===== src/rtl/serv_dbus_pkg.sv =====
// -----------------------------------------------------------------------------
// serv_dbus_pkg
// Shared definitions for the SERV data-bus Wishbone master:
//   - dbus_state_e : 2-bit FSM state encoding (IDLE, BUS, DONE)
//   - ADR_W/DAT_W/SEL_W : Wishbone address, data and byte-select widths
//   - word_align() : clears the byte offset of a byte address
// -----------------------------------------------------------------------------
package serv_dbus_pkg;

  localparam int ADR_W = 32;
  localparam int DAT_W = 32;
  localparam int SEL_W = 4;

  typedef enum logic [1:0] {
    ST_IDLE = 2'b00,
    ST_BUS  = 2'b01,
    ST_DONE = 2'b10
  } dbus_state_e;

  // The bus is word addressed; lane selection is carried by sel instead.
  localparam logic [ADR_W-1:0] ADR_WORD_MASK = 32'hFFFF_FFFC;

  function automatic logic [ADR_W-1:0] word_align(input logic [ADR_W-1:0] adr);
    return adr & ADR_WORD_MASK;
  endfunction

endpackage


===== src/rtl/serv_dbus_timer.sv =====
// -----------------------------------------------------------------------------
// serv_dbus_timer
// Saturating bus-wait counter with a registered match flag.
// Ports:
//   clk_i    : clock, rising edge
//   rst_n_i  : asynchronous active-low reset
//   clr_i    : clear the count (takes priority over en_i)
//   en_i     : count one more wait cycle
//   match_o  : high while the count equals TIMEOUT (never when TIMEOUT = 0)
// TIMEOUT must fit in TW bits.
// -----------------------------------------------------------------------------
module serv_dbus_timer #(
  parameter int TIMEOUT = 255,
  parameter int TW      = 8
) (
  input  logic clk_i,
  input  logic rst_n_i,
  input  logic clr_i,
  input  logic en_i,
  output logic match_o
);

  localparam logic [TW-1:0] LIMIT    = TW'(TIMEOUT);
  localparam logic [TW-1:0] CNT_ZERO = {TW{1'b0}};
  localparam logic [TW-1:0] CNT_MAX  = {TW{1'b1}};
  localparam logic [TW-1:0] CNT_ONE  = TW'(1);

  logic [TW-1:0] cnt_q, cnt_d;
  logic          match_q, match_d;

  // Next count: clear wins, otherwise step while enabled and below the ceiling.
  always_comb begin
    cnt_d = cnt_q;
    if (clr_i) begin
      cnt_d = CNT_ZERO;
    end else if (en_i && (cnt_q != CNT_MAX)) begin
      cnt_d = cnt_q + CNT_ONE;
    end else begin
      cnt_d = cnt_q;
    end
  end

  // Match is computed from the next count so it is valid in the same cycle
  // the count register shows TIMEOUT.
  always_comb begin
    match_d = 1'b0;
    if (LIMIT != CNT_ZERO) begin
      match_d = (cnt_d == LIMIT);
    end else begin
      match_d = 1'b0;
    end
  end

  // Count and match registers.
  always_ff @(posedge clk_i or negedge rst_n_i) begin
    if (!rst_n_i) begin
      cnt_q   <= CNT_ZERO;
      match_q <= 1'b0;
    end else begin
      cnt_q   <= cnt_d;
      match_q <= match_d;
    end
  end

  assign match_o = match_q;

endmodule


===== src/rtl/serv_dbus_master.sv =====
// -----------------------------------------------------------------------------
// serv_dbus_master
// Single-outstanding Wishbone data-bus master for the SERV core.
// A core request in IDLE is latched and presented on the bus (BUS) until the
// slave acks, errors, or the wait timeout expires; a one-cycle DONE then
// reports o_ack (and o_err on fault) back to the core.
// Ports:
//   i_clk, i_rst_n              : clock, async active-low reset
//   i_req, i_we, i_adr, i_dat, i_sel : core request (sampled only in IDLE)
//   o_wb_cyc/stb/we/adr/dat/sel : Wishbone master outputs (all registered)
//   i_wb_ack, i_wb_err, i_wb_rdt: Wishbone slave response
//   o_rdt                       : last successfully loaded word
//   o_ack, o_err                : completion / fault pulse during DONE
//   o_busy                      : high whenever not IDLE
// Parameters: TIMEOUT wait cycles before abort (0 = never), TW counter width.
// -----------------------------------------------------------------------------
module serv_dbus_master
  import serv_dbus_pkg::*;
#(
  parameter int TIMEOUT = 255,
  parameter int TW      = 8
) (
  input  logic             i_clk,
  input  logic             i_rst_n,
  input  logic             i_req,
  input  logic             i_we,
  input  logic [ADR_W-1:0] i_adr,
  input  logic [DAT_W-1:0] i_dat,
  input  logic [SEL_W-1:0] i_sel,
  output logic             o_wb_cyc,
  output logic             o_wb_stb,
  output logic             o_wb_we,
  output logic [ADR_W-1:0] o_wb_adr,
  output logic [DAT_W-1:0] o_wb_dat,
  output logic [SEL_W-1:0] o_wb_sel,
  input  logic             i_wb_ack,
  input  logic             i_wb_err,
  input  logic [DAT_W-1:0] i_wb_rdt,
  output logic [DAT_W-1:0] o_rdt,
  output logic             o_ack,
  output logic             o_err,
  output logic             o_busy
);

  dbus_state_e      state_q;
  logic             we_q;
  logic [ADR_W-1:0] adr_q;
  logic [DAT_W-1:0] dat_q;
  logic [SEL_W-1:0] sel_q;
  logic             cyc_q;
  logic             ack_q;
  logic             err_q;
  logic             busy_q;
  logic [DAT_W-1:0] rdt_q;

  logic tmr_clr_s;
  logic tmr_en_s;
  logic tmr_match_s;

  // The counter restarts on the request that opens a bus cycle and counts
  // only cycles in which the slave has not yet answered.
  assign tmr_clr_s = (state_q == ST_IDLE) && i_req;
  assign tmr_en_s  = (state_q == ST_BUS) && !i_wb_ack && !i_wb_err;

  serv_dbus_timer #(
    .TIMEOUT (TIMEOUT),
    .TW      (TW)
  ) u_timer (
    .clk_i   (i_clk),
    .rst_n_i (i_rst_n),
    .clr_i   (tmr_clr_s),
    .en_i    (tmr_en_s),
    .match_o (tmr_match_s)
  );

  // Transaction FSM; every output is a register updated here.
  always_ff @(posedge i_clk or negedge i_rst_n) begin
    if (!i_rst_n) begin
      state_q <= ST_IDLE;
      we_q    <= 1'b0;
      adr_q   <= {ADR_W{1'b0}};
      dat_q   <= {DAT_W{1'b0}};
      sel_q   <= {SEL_W{1'b0}};
      cyc_q   <= 1'b0;
      ack_q   <= 1'b0;
      err_q   <= 1'b0;
      busy_q  <= 1'b0;
      rdt_q   <= {DAT_W{1'b0}};
    end else begin
      case (state_q)
        ST_IDLE: begin
          ack_q <= 1'b0;
          err_q <= 1'b0;
          if (i_req) begin
            we_q    <= i_we;
            adr_q   <= word_align(i_adr);
            dat_q   <= i_dat;
            sel_q   <= i_sel;
            cyc_q   <= 1'b1;
            busy_q  <= 1'b1;
            state_q <= ST_BUS;
          end
        end
        ST_BUS: begin
          if (i_wb_ack || i_wb_err || tmr_match_s) begin
            cyc_q   <= 1'b0;
            ack_q   <= 1'b1;
            // Fault on slave error, or on timeout when no ack arrived;
            // an ack in the timeout cycle still completes cleanly.
            err_q   <= i_wb_err || !i_wb_ack;
            if (i_wb_ack && !i_wb_err && !we_q) begin
              rdt_q <= i_wb_rdt;
            end
            state_q <= ST_DONE;
          end
        end
        ST_DONE: begin
          ack_q   <= 1'b0;
          err_q   <= 1'b0;
          busy_q  <= 1'b0;
          state_q <= ST_IDLE;
        end
        default: begin
          cyc_q   <= 1'b0;
          ack_q   <= 1'b0;
          err_q   <= 1'b0;
          busy_q  <= 1'b0;
          state_q <= ST_IDLE;
        end
      endcase
    end
  end

  assign o_wb_cyc = cyc_q;
  assign o_wb_stb = cyc_q;
  assign o_wb_we  = we_q;
  assign o_wb_adr = adr_q;
  assign o_wb_dat = dat_q;
  assign o_wb_sel = sel_q;
  assign o_rdt    = rdt_q;
  assign o_ack    = ack_q;
  assign o_err    = err_q;
  assign o_busy   = busy_q;

endmodule


===== config.mk =====
export PLATFORM = sky130hd
export DESIGN_NAME = serv_dbus_master
export DESIGN_NICKNAME = d
export VERILOG_FILES = /design/src/rtl/serv_dbus_pkg.sv /design/src/rtl/serv_dbus_timer.sv /design/src/rtl/serv_dbus_master.sv
export SDC_FILE = /design/constraint.sdc
export NUM_CORES = 1
export LEC_CHECK = 0
export CORE_MARGIN = 2
export CORE_UTILIZATION = 41
export DETAILED_ROUTE_END_ITERATION = 6
export GPL_TIMING_DRIVEN = 0
export PLACE_DENSITY = 0.81
export SLEW_MARGIN = 0
export SYNTH_ARGS = -nofsm -noshare
export SYNTH_HDL_FRONTEND = slang
export SYNTH_SLANG_ARGS = --single-unit

===== constraint.sdc =====
create_clock -name i_clk -period 2 [get_ports i_clk]
set_input_delay 0.5 -clock i_clk [delete_from_list [all_inputs] [get_ports i_clk]]
set_output_delay 0.5 -clock i_clk [all_outputs]
set_load 0.005 [all_outputs]

==> metrics.txt, run 1 <==
DRC violations left=0; Worst-Skew Late Latency=approximately 0.5 ns; Worst setup EP type=flop; DIE HEIGHT=~110 um; DR vias/cell=approximately 4.9; top cell type's share of synthesized area=between 60 and 70%; antenna-violating nets left=0; final core utilization=69.9%; multi-input logic area=around 1500 um2; ratio of cells with drive above 1 in the final layout=between 20% and 30%; total power=9.62 mW; synth top area cells=dfrtp_1, mux2_2, nor2_1; Fmax=just over 500 MHz; Clk pin slew, worst setup/hold paths=0.05 ns; sw power=between 2 and 2.5 mW; filler instances=737; Cells after Synth=around 290; RSZ-0062 raised after global routing=yes; Starting DRT DRC Count=84; mapped cell area=4430 um2; Min-Delay Path Class=in -> async; Slew HR=roughly half; post-route cell area=between 7000 and 8000 um2; register area=2850 um2; critical path type=in -> reg; Crit path arrival time=2.40 ns; Yosys warnings=0; placed wire-length estimate=between 7000 and 8000 um; CTS HTree Levels=4; GP Congestion=~0.8; commonest cells after routing, fill and taps aside=clkdlybuf4s50_1, dfrtp_1, mux2_2; TritonCTS buffer count=17; routed wire length=11,100 um; Mean Syn Cell Area=about 15 um2; MaxCap Viol Count=0; post-placement cell area=6700 um2; leak pwr=between 3 and 4 nW; Global Route Usage Sum=~20%; Comb pwr share=34.4%; CP Launch Type=input pin; top cell type by total area after synthesis=dfrtp_1; clk buf depth=2; Top Ports=roughly 210; I/O Buffers=207; Die ar.=between 10,000 and 15,000 um2; Chip Width=between 100 and 150 um; largest net degree at the start of global routing=between 50 and 60; Seq pwr share=a little under two fifths; commonest non-fill, non-tap cell in the layout=clkdlybuf4s50_1; Synth cell types=33; worst ir drop on vdd=between 600 and 700 uV; Core Area=between 10,000 and 15,000 um2; Nets=approximately 630; initial antenna violation count=0; Layout Skew=0.00854 ns; Worst-Margin Slew=0.741 ns; hold buffers post-CTS=0; vias in the first global route=between 3,000 and 4,000; status=finished clean; Root Buffer=clkbuf_8; grt ovf=0; final setup violation count=0; first-pass GRT wire length=around 17,000 um; clock share of power=approximately 28%; via count=~3,200; drt pass-1 iters=4; largest fanout on the critical path=5; row count=37; synthesized flop and latch total=around 110; ANT cells=0; internal power=7.21 mW; final critical-path required period=1.96 ns; CP Data Required Time=about 2.4 ns; sw frac=25.1%; area grow syn2layout=64.2%; max-slew violations=0; power density over the cells=approximately 1300 nW/um2; # clock sinks=roughly 110; share of the yosys chip area belonging to registers=between 60% and 70%; Wirelength per Cell=approximately 17 um; final count of hold timing violations=0; initial core utilization=a little over two fifths; fin crit share=just under 100%; TritonCTS clock tree=done
power by group through the flow:
stage,clock [mW],sequential [mW],combinational [mW]
6_report,2.68,3.64,3.31
5_1_grt,2.87,3.76,3.52
4_1_cts,2.73,3.65,3.34
3_5_place_dp,0,3.67,3.30
3_3_place_gp,0,3.61,3.22
2_1_floorplan,0,3.70,0.985
final cells by class:
type / instances / share of cell area (%)
timing repair buffer: 212 / 29.3
sequential: 114 / 39.2
multi-input combinational: 157 / 20.8
clock inverter: 6 / 0.756
clock buffer: 26 / 6.43
buffer: 14 / 1.03
tap: 136 / 2.34
inverter: 3 / 0.155
synth_stat cells:
library cell,instances
a211oi_1,1
a211oi_2,2
a21o_1,1
a21oi_1,4
a31oi_1,1
a41oi_1,1
and3_1,1
and4_1,2
and4bb_1,2
buf_2,7
buf_4,3
clkbuf_1,4
conb_1,1
dfrtp_1,114
ha_1,1
inv_1,3
mux2_2,99
nand2_1,5
nand3_1,3
nand4_1,2
nor2_1,14
nor2_4,1
nor2b_1,1
nor3_1,2
nor3b_2,1
nor4b_2,2
o21a_1,1
o21ai_0,2
o21bai_1,1
o31ai_1,1
or4b_4,1
xnor2_1,1
xor2_1,2
state kept, by name (all words and copies together) (netlist names):
name,count
o_wb_we,1
o_ack,1
o_busy,1
o_err,1
o_wb_dat,32
u_timer.cnt_q,8
o_wb_sel,4
o_wb_cyc,1
o_wb_adr,30
o_rdt,32
u_timer.match_o,1
state_q,2
metal layers:
metal	vias to the layer above	global-route usage [%]	routed length, um	part of all wire [%]
met5	-	0	0	0
met2	129	35.0	5980	54
met3	19	8.50	843	7.6
met4	0	8.61	248	2.2
met1	1613	20.1	4020	36
li1	1487	-	-	-
cell families after synthesis:
kind of cell | Yosys count | share of synthesized area, %
AOI/OAI and AO/OA | 15 | 2.43
muxes | 99 | 25.1
DFF | 114 | 64.4
other | 1 | 0.0846
xor gates and xnor gates | 3 | 0.593
adders and majority gates | 1 | 0.282
and+or+nand+nor | 37 | 5.22
buffers and inverters | 17 | 1.89
critical path, cell delays in order:
cell and delay (ns):
clkdlybuf4s50_1 0.54, or4b_4 0.60, nor2_4 0.16, a41oi_1 0.16, a211oi_2 0.22, and4bb_1 0.23
path summary, 6_finish.rpt:
check,startpoint,cells past startpoint,slack [ns],end
min in group i_clk,o_busy,1,0.49,o_busy
max in group asynchronous,i_rst_n,2,1.20,u_timer.cnt_q[1]
setup / recovery,i_wb_err,6,0.04,u_timer.match_o
setup reg to reg,state_q[1],5,0.11,o_rdt[2]
hold reg to reg,o_busy,1,0.49,o_busy
hold / removal,i_rst_n,1,0.06,o_rdt[3]
repair_timing:
action	in CTS	in global routing
pin swaps	1	1
buffers inserted	0	4
endpoints found under the setup margin	42	26
gates resized for setup	2	4
endpoints found under the hold margin	0	0
through the flow:
step           setup WS, ns  setup TNS (ns)  instances  hold slack [ns]
2_1_floorplan         0.256               0        288            0.204
3_3_place_gp          -3.91         -495.17        631            0.464
3_5_place_dp         -0.637          -51.67        632            0.481
4_1_cts             0.00625               0        664           0.0748
5_1_grt             -0.0101         -0.0392        668            0.102
6_report             0.0361               0        668           0.0590
Power figures use the tool's default switching activity.
==> inputs of run 2 (changes only) <==
--- a/config.mk
+++ b/config.mk
@@ -10,7 +10,6 @@
 export DETAILED_ROUTE_END_ITERATION = 6
 export GPL_TIMING_DRIVEN = 0
 export PLACE_DENSITY = 0.81
-export SLEW_MARGIN = 0
 export SYNTH_ARGS = -nofsm -noshare
 export SYNTH_HDL_FRONTEND = slang
 export SYNTH_SLANG_ARGS = --single-unit
==> results of run 2 <==
Same layout as run 1: the final DEF is identical, and so are final timing and power.
==> inputs of run 3 (changes only) <==
--- a/config.mk
+++ b/config.mk
@@ -5,11 +5,12 @@
 export SDC_FILE = /design/constraint.sdc
 export NUM_CORES = 1
 export LEC_CHECK = 0
+export ABC_AREA = 0
 export CORE_MARGIN = 2
-export CORE_UTILIZATION = 41
+export CORE_UTILIZATION = 40
 export DETAILED_ROUTE_END_ITERATION = 6
 export GPL_TIMING_DRIVEN = 0
-export PLACE_DENSITY = 0.81
+export PLACE_DENSITY = 0.79
 export SYNTH_ARGS = -nofsm -noshare
 export SYNTH_HDL_FRONTEND = slang
 export SYNTH_SLANG_ARGS = --single-unit
==> run 3 against run 2 <==
Clock-buffer cell count fell by 1. Wire length grew 0.98%. Die area up 2.4%. Sequential share of layout area shrank 0.33 points. Fmax grew 2.0%. Total power is 1.2% higher. Core utilization fell by 2.1 points. Clock power grew 3%. Setup slack improved by 0.039 ns. Largest cell class unchanged.
==> metrics.txt, run 3 (synthesis results as in run 1) <==
status=finished clean; Worst-Skew Late Latency=0.50 ns (about the same); DR vias/cell=4.85 (-0.30%); DP Worst Slack=-0.650 ns (-0.0125 ns); Min-Delay Path Class=in -> async; met1 usage=20.3% (+0.22 points); row count=38 (+2.7%); Root Buffer=clkbuf_8; area grow syn2layout=65.7%; first-pass GRT wire length=17,300 um (-0.44%); GR Util met3=8.61% (+0.11 points); largest net degree at the start of global routing=62 (+5.1%); Wirelength per Cell=16.7 um (+0.68%); CTS HTree Levels=4 (unchanged); # clock sinks=114 (unchanged); Crit path arrival time=2.36 ns (-0.04 ns); final count of hold timing violations=0 (unchanged); clk buf depth=2 (unchanged); filler instances=795 (+7.9%); Worst setup EP type=flop; critical path type=reg -> reg; RR Startpoint=state_q[1]; GP Congestion=0.729 (-6.7%); vias in the first global route=3,550 (-0.39%); Starting DRT DRC Count=76 (-9.5%); via count=3,248 (unchanged); routed wire length=11,200 um (+0.98%); Global Route Usage Sum=19.5% (-0.15 points); Layout Skew=0.00494 ns (-0.00360 ns); post-route cell area=7340 um2 (+0.89%); post-placement cell area=6710 um2 (about the same); drt pass-1 iters=6 (+2); DIE HEIGHT=109 um (+1.2%); crit-path cells=or4b_4 > nor2_4 > a41oi_2 > a211oi_2 > and4bb_1; leak pwr=3.08 nW (+0.92%); grt ovf=0 (unchanged); largest fanout on the critical path=4 (-1); fin crit share=96.2% (-2.0 points); power density over the cells=1330 nW/um2 (+0.28%); final setup violation count=0 (unchanged); RSZ-0062 raised after global routing=yes; slowest cell delay on critical path=0.58 ns (-0.02 ns); ratio of cells with drive above 1 in the final layout=28.7% (+1.0 points); worst ir drop on vdd=718 uV (+5.9%); Worst R2R Setup Slack=0.08 ns (-0.03 ns); Nets=626 (unchanged); I/O Buffers=207 (unchanged); Die ar.=11,900 um2 (+2.4%); Crit path max-delay family=simple AND/OR/NAND/NOR gates; M2 GR Usage=33.9% (-1.2 points); initial core utilization=40.9% (-1.7 points); ANT cells=0 (unchanged); MaxCap Viol Count=0 (unchanged); GRT busiest layer=met2; CP max stage cell=or4b_4; setup total negative slack=0 ns (unchanged); Chip Width=109 um (+1.2%); placed wire-length estimate=8250 um (+3.3%); Clk pin slew, worst setup/hold paths=0.05 ns (about the same); Fmax=520 MHz (+2.0%); Reg-to-Reg End=u_timer.match_o; TritonCTS clock tree=done; CP bufs+invs=0 (-1); DRC violations left=0 (unchanged); crit path launch=state_q[1]; total power=9.74 mW (+1.2%); commonest non-fill, non-tap cell in the layout=clkdlybuf4s50_1; Slew HR=47.5% (-3.1 points); max-slew violations=0 (unchanged); Top Ports=212 (unchanged); antenna-violating nets left=0 (unchanged); reg2reg path depth=5 (unchanged); initial antenna violation count=0 (unchanged); commonest cells after routing, fill and taps aside=clkdlybuf4s50_1, dfrtp_1, mux2_2; TritonCTS buffer count=17 (unchanged); final core utilization=67.8% (-2.1 points); final worst slack=0.0752 ns (+0.0391 ns); Worst-Margin Slew=0.788 ns (+0.0468 ns); final critical-path required period=1.92 ns (-0.0391 ns); CP Launch Type=flop; CP Data Required Time=2.43 ns (about the same); Core Area=10,800 um2 (+4.1%)
==> run 3: changes by cell type in the layout (fill, tap and decap cells not counted), sizes merged <==
cell           previous run  this run
buf                      15        13
clkbuf                   31        32
clkdlybuf4s50           204       203
dlymetal6s2s              2         3
clkinv                    5         4
==> run 3: area by class of cell <==
type | count | area (um2) | area share (%)
flip-flops and latches | 114 | 2850 | 38.9
repair buffers | 212 | 2150 | 29.2
multi-input cells | 157 | 1520 | 20.7
clock buffers | 25 | 504 | 6.87
well taps | 140 | 175 | 2.39
plain buffers | 14 | 80.1 | 1.09
clock inverters | 5 | 50.0 | 0.681
inverters | 3 | 11.3 | 0.153
==> run 3: per-stage QoR <==
step,hold WS (ns),cells
after floorplan,0.204,288
after global placement,0.463,635
after detailed placement,0.469,636
after CTS,0.0891,666
after global routing,0.126,670
final,0.0845,670
==> run 3: how the worst max path moves through the flow <==
| stage | to | slack (ns) | depth (start not counted) |
|---|---|---|---|
| final | u_timer.match_o | 0.08 | 5 |
| after detailed placement | o_wb_adr[23] | -0.65 | 5 |
| after CTS | o_wb_adr[23] | 0.0005 | 4 |
| after global routing | o_rdt[21] | -0.02 | 5 |
| after floorplan | u_timer.match_o | 0.26 | 5 |
| after global placement | o_wb_dat[17] | -3.86 | 1 |
==> run 3: timing repair <==
action,in CTS,in global routing
pin swaps,0,3
resized for setup,2,9
setup buffers,0,4
endpoints found under the setup margin,52,74
hold buffers,0,0
endpoints found under the hold margin,0,0
==> run 3: where the power goes <==
part / switching, mW / internal [mW] / leakage [nW]
Sequential: 0.453 / 3.17 / 1.37
Combinational: 0.981 / 2.35 / 1.44
Clock: 0.953 / 1.82 / 0.280
==> run 3: per-layer routing <==
layer  vias up  wire (um)  share of wire [%]
met4         0        267                2.4
met3        28        875                7.8
met5         -          0                  0
li1       1484          -                  -
met1      1610       4020                 36
met2       126       6040                 54
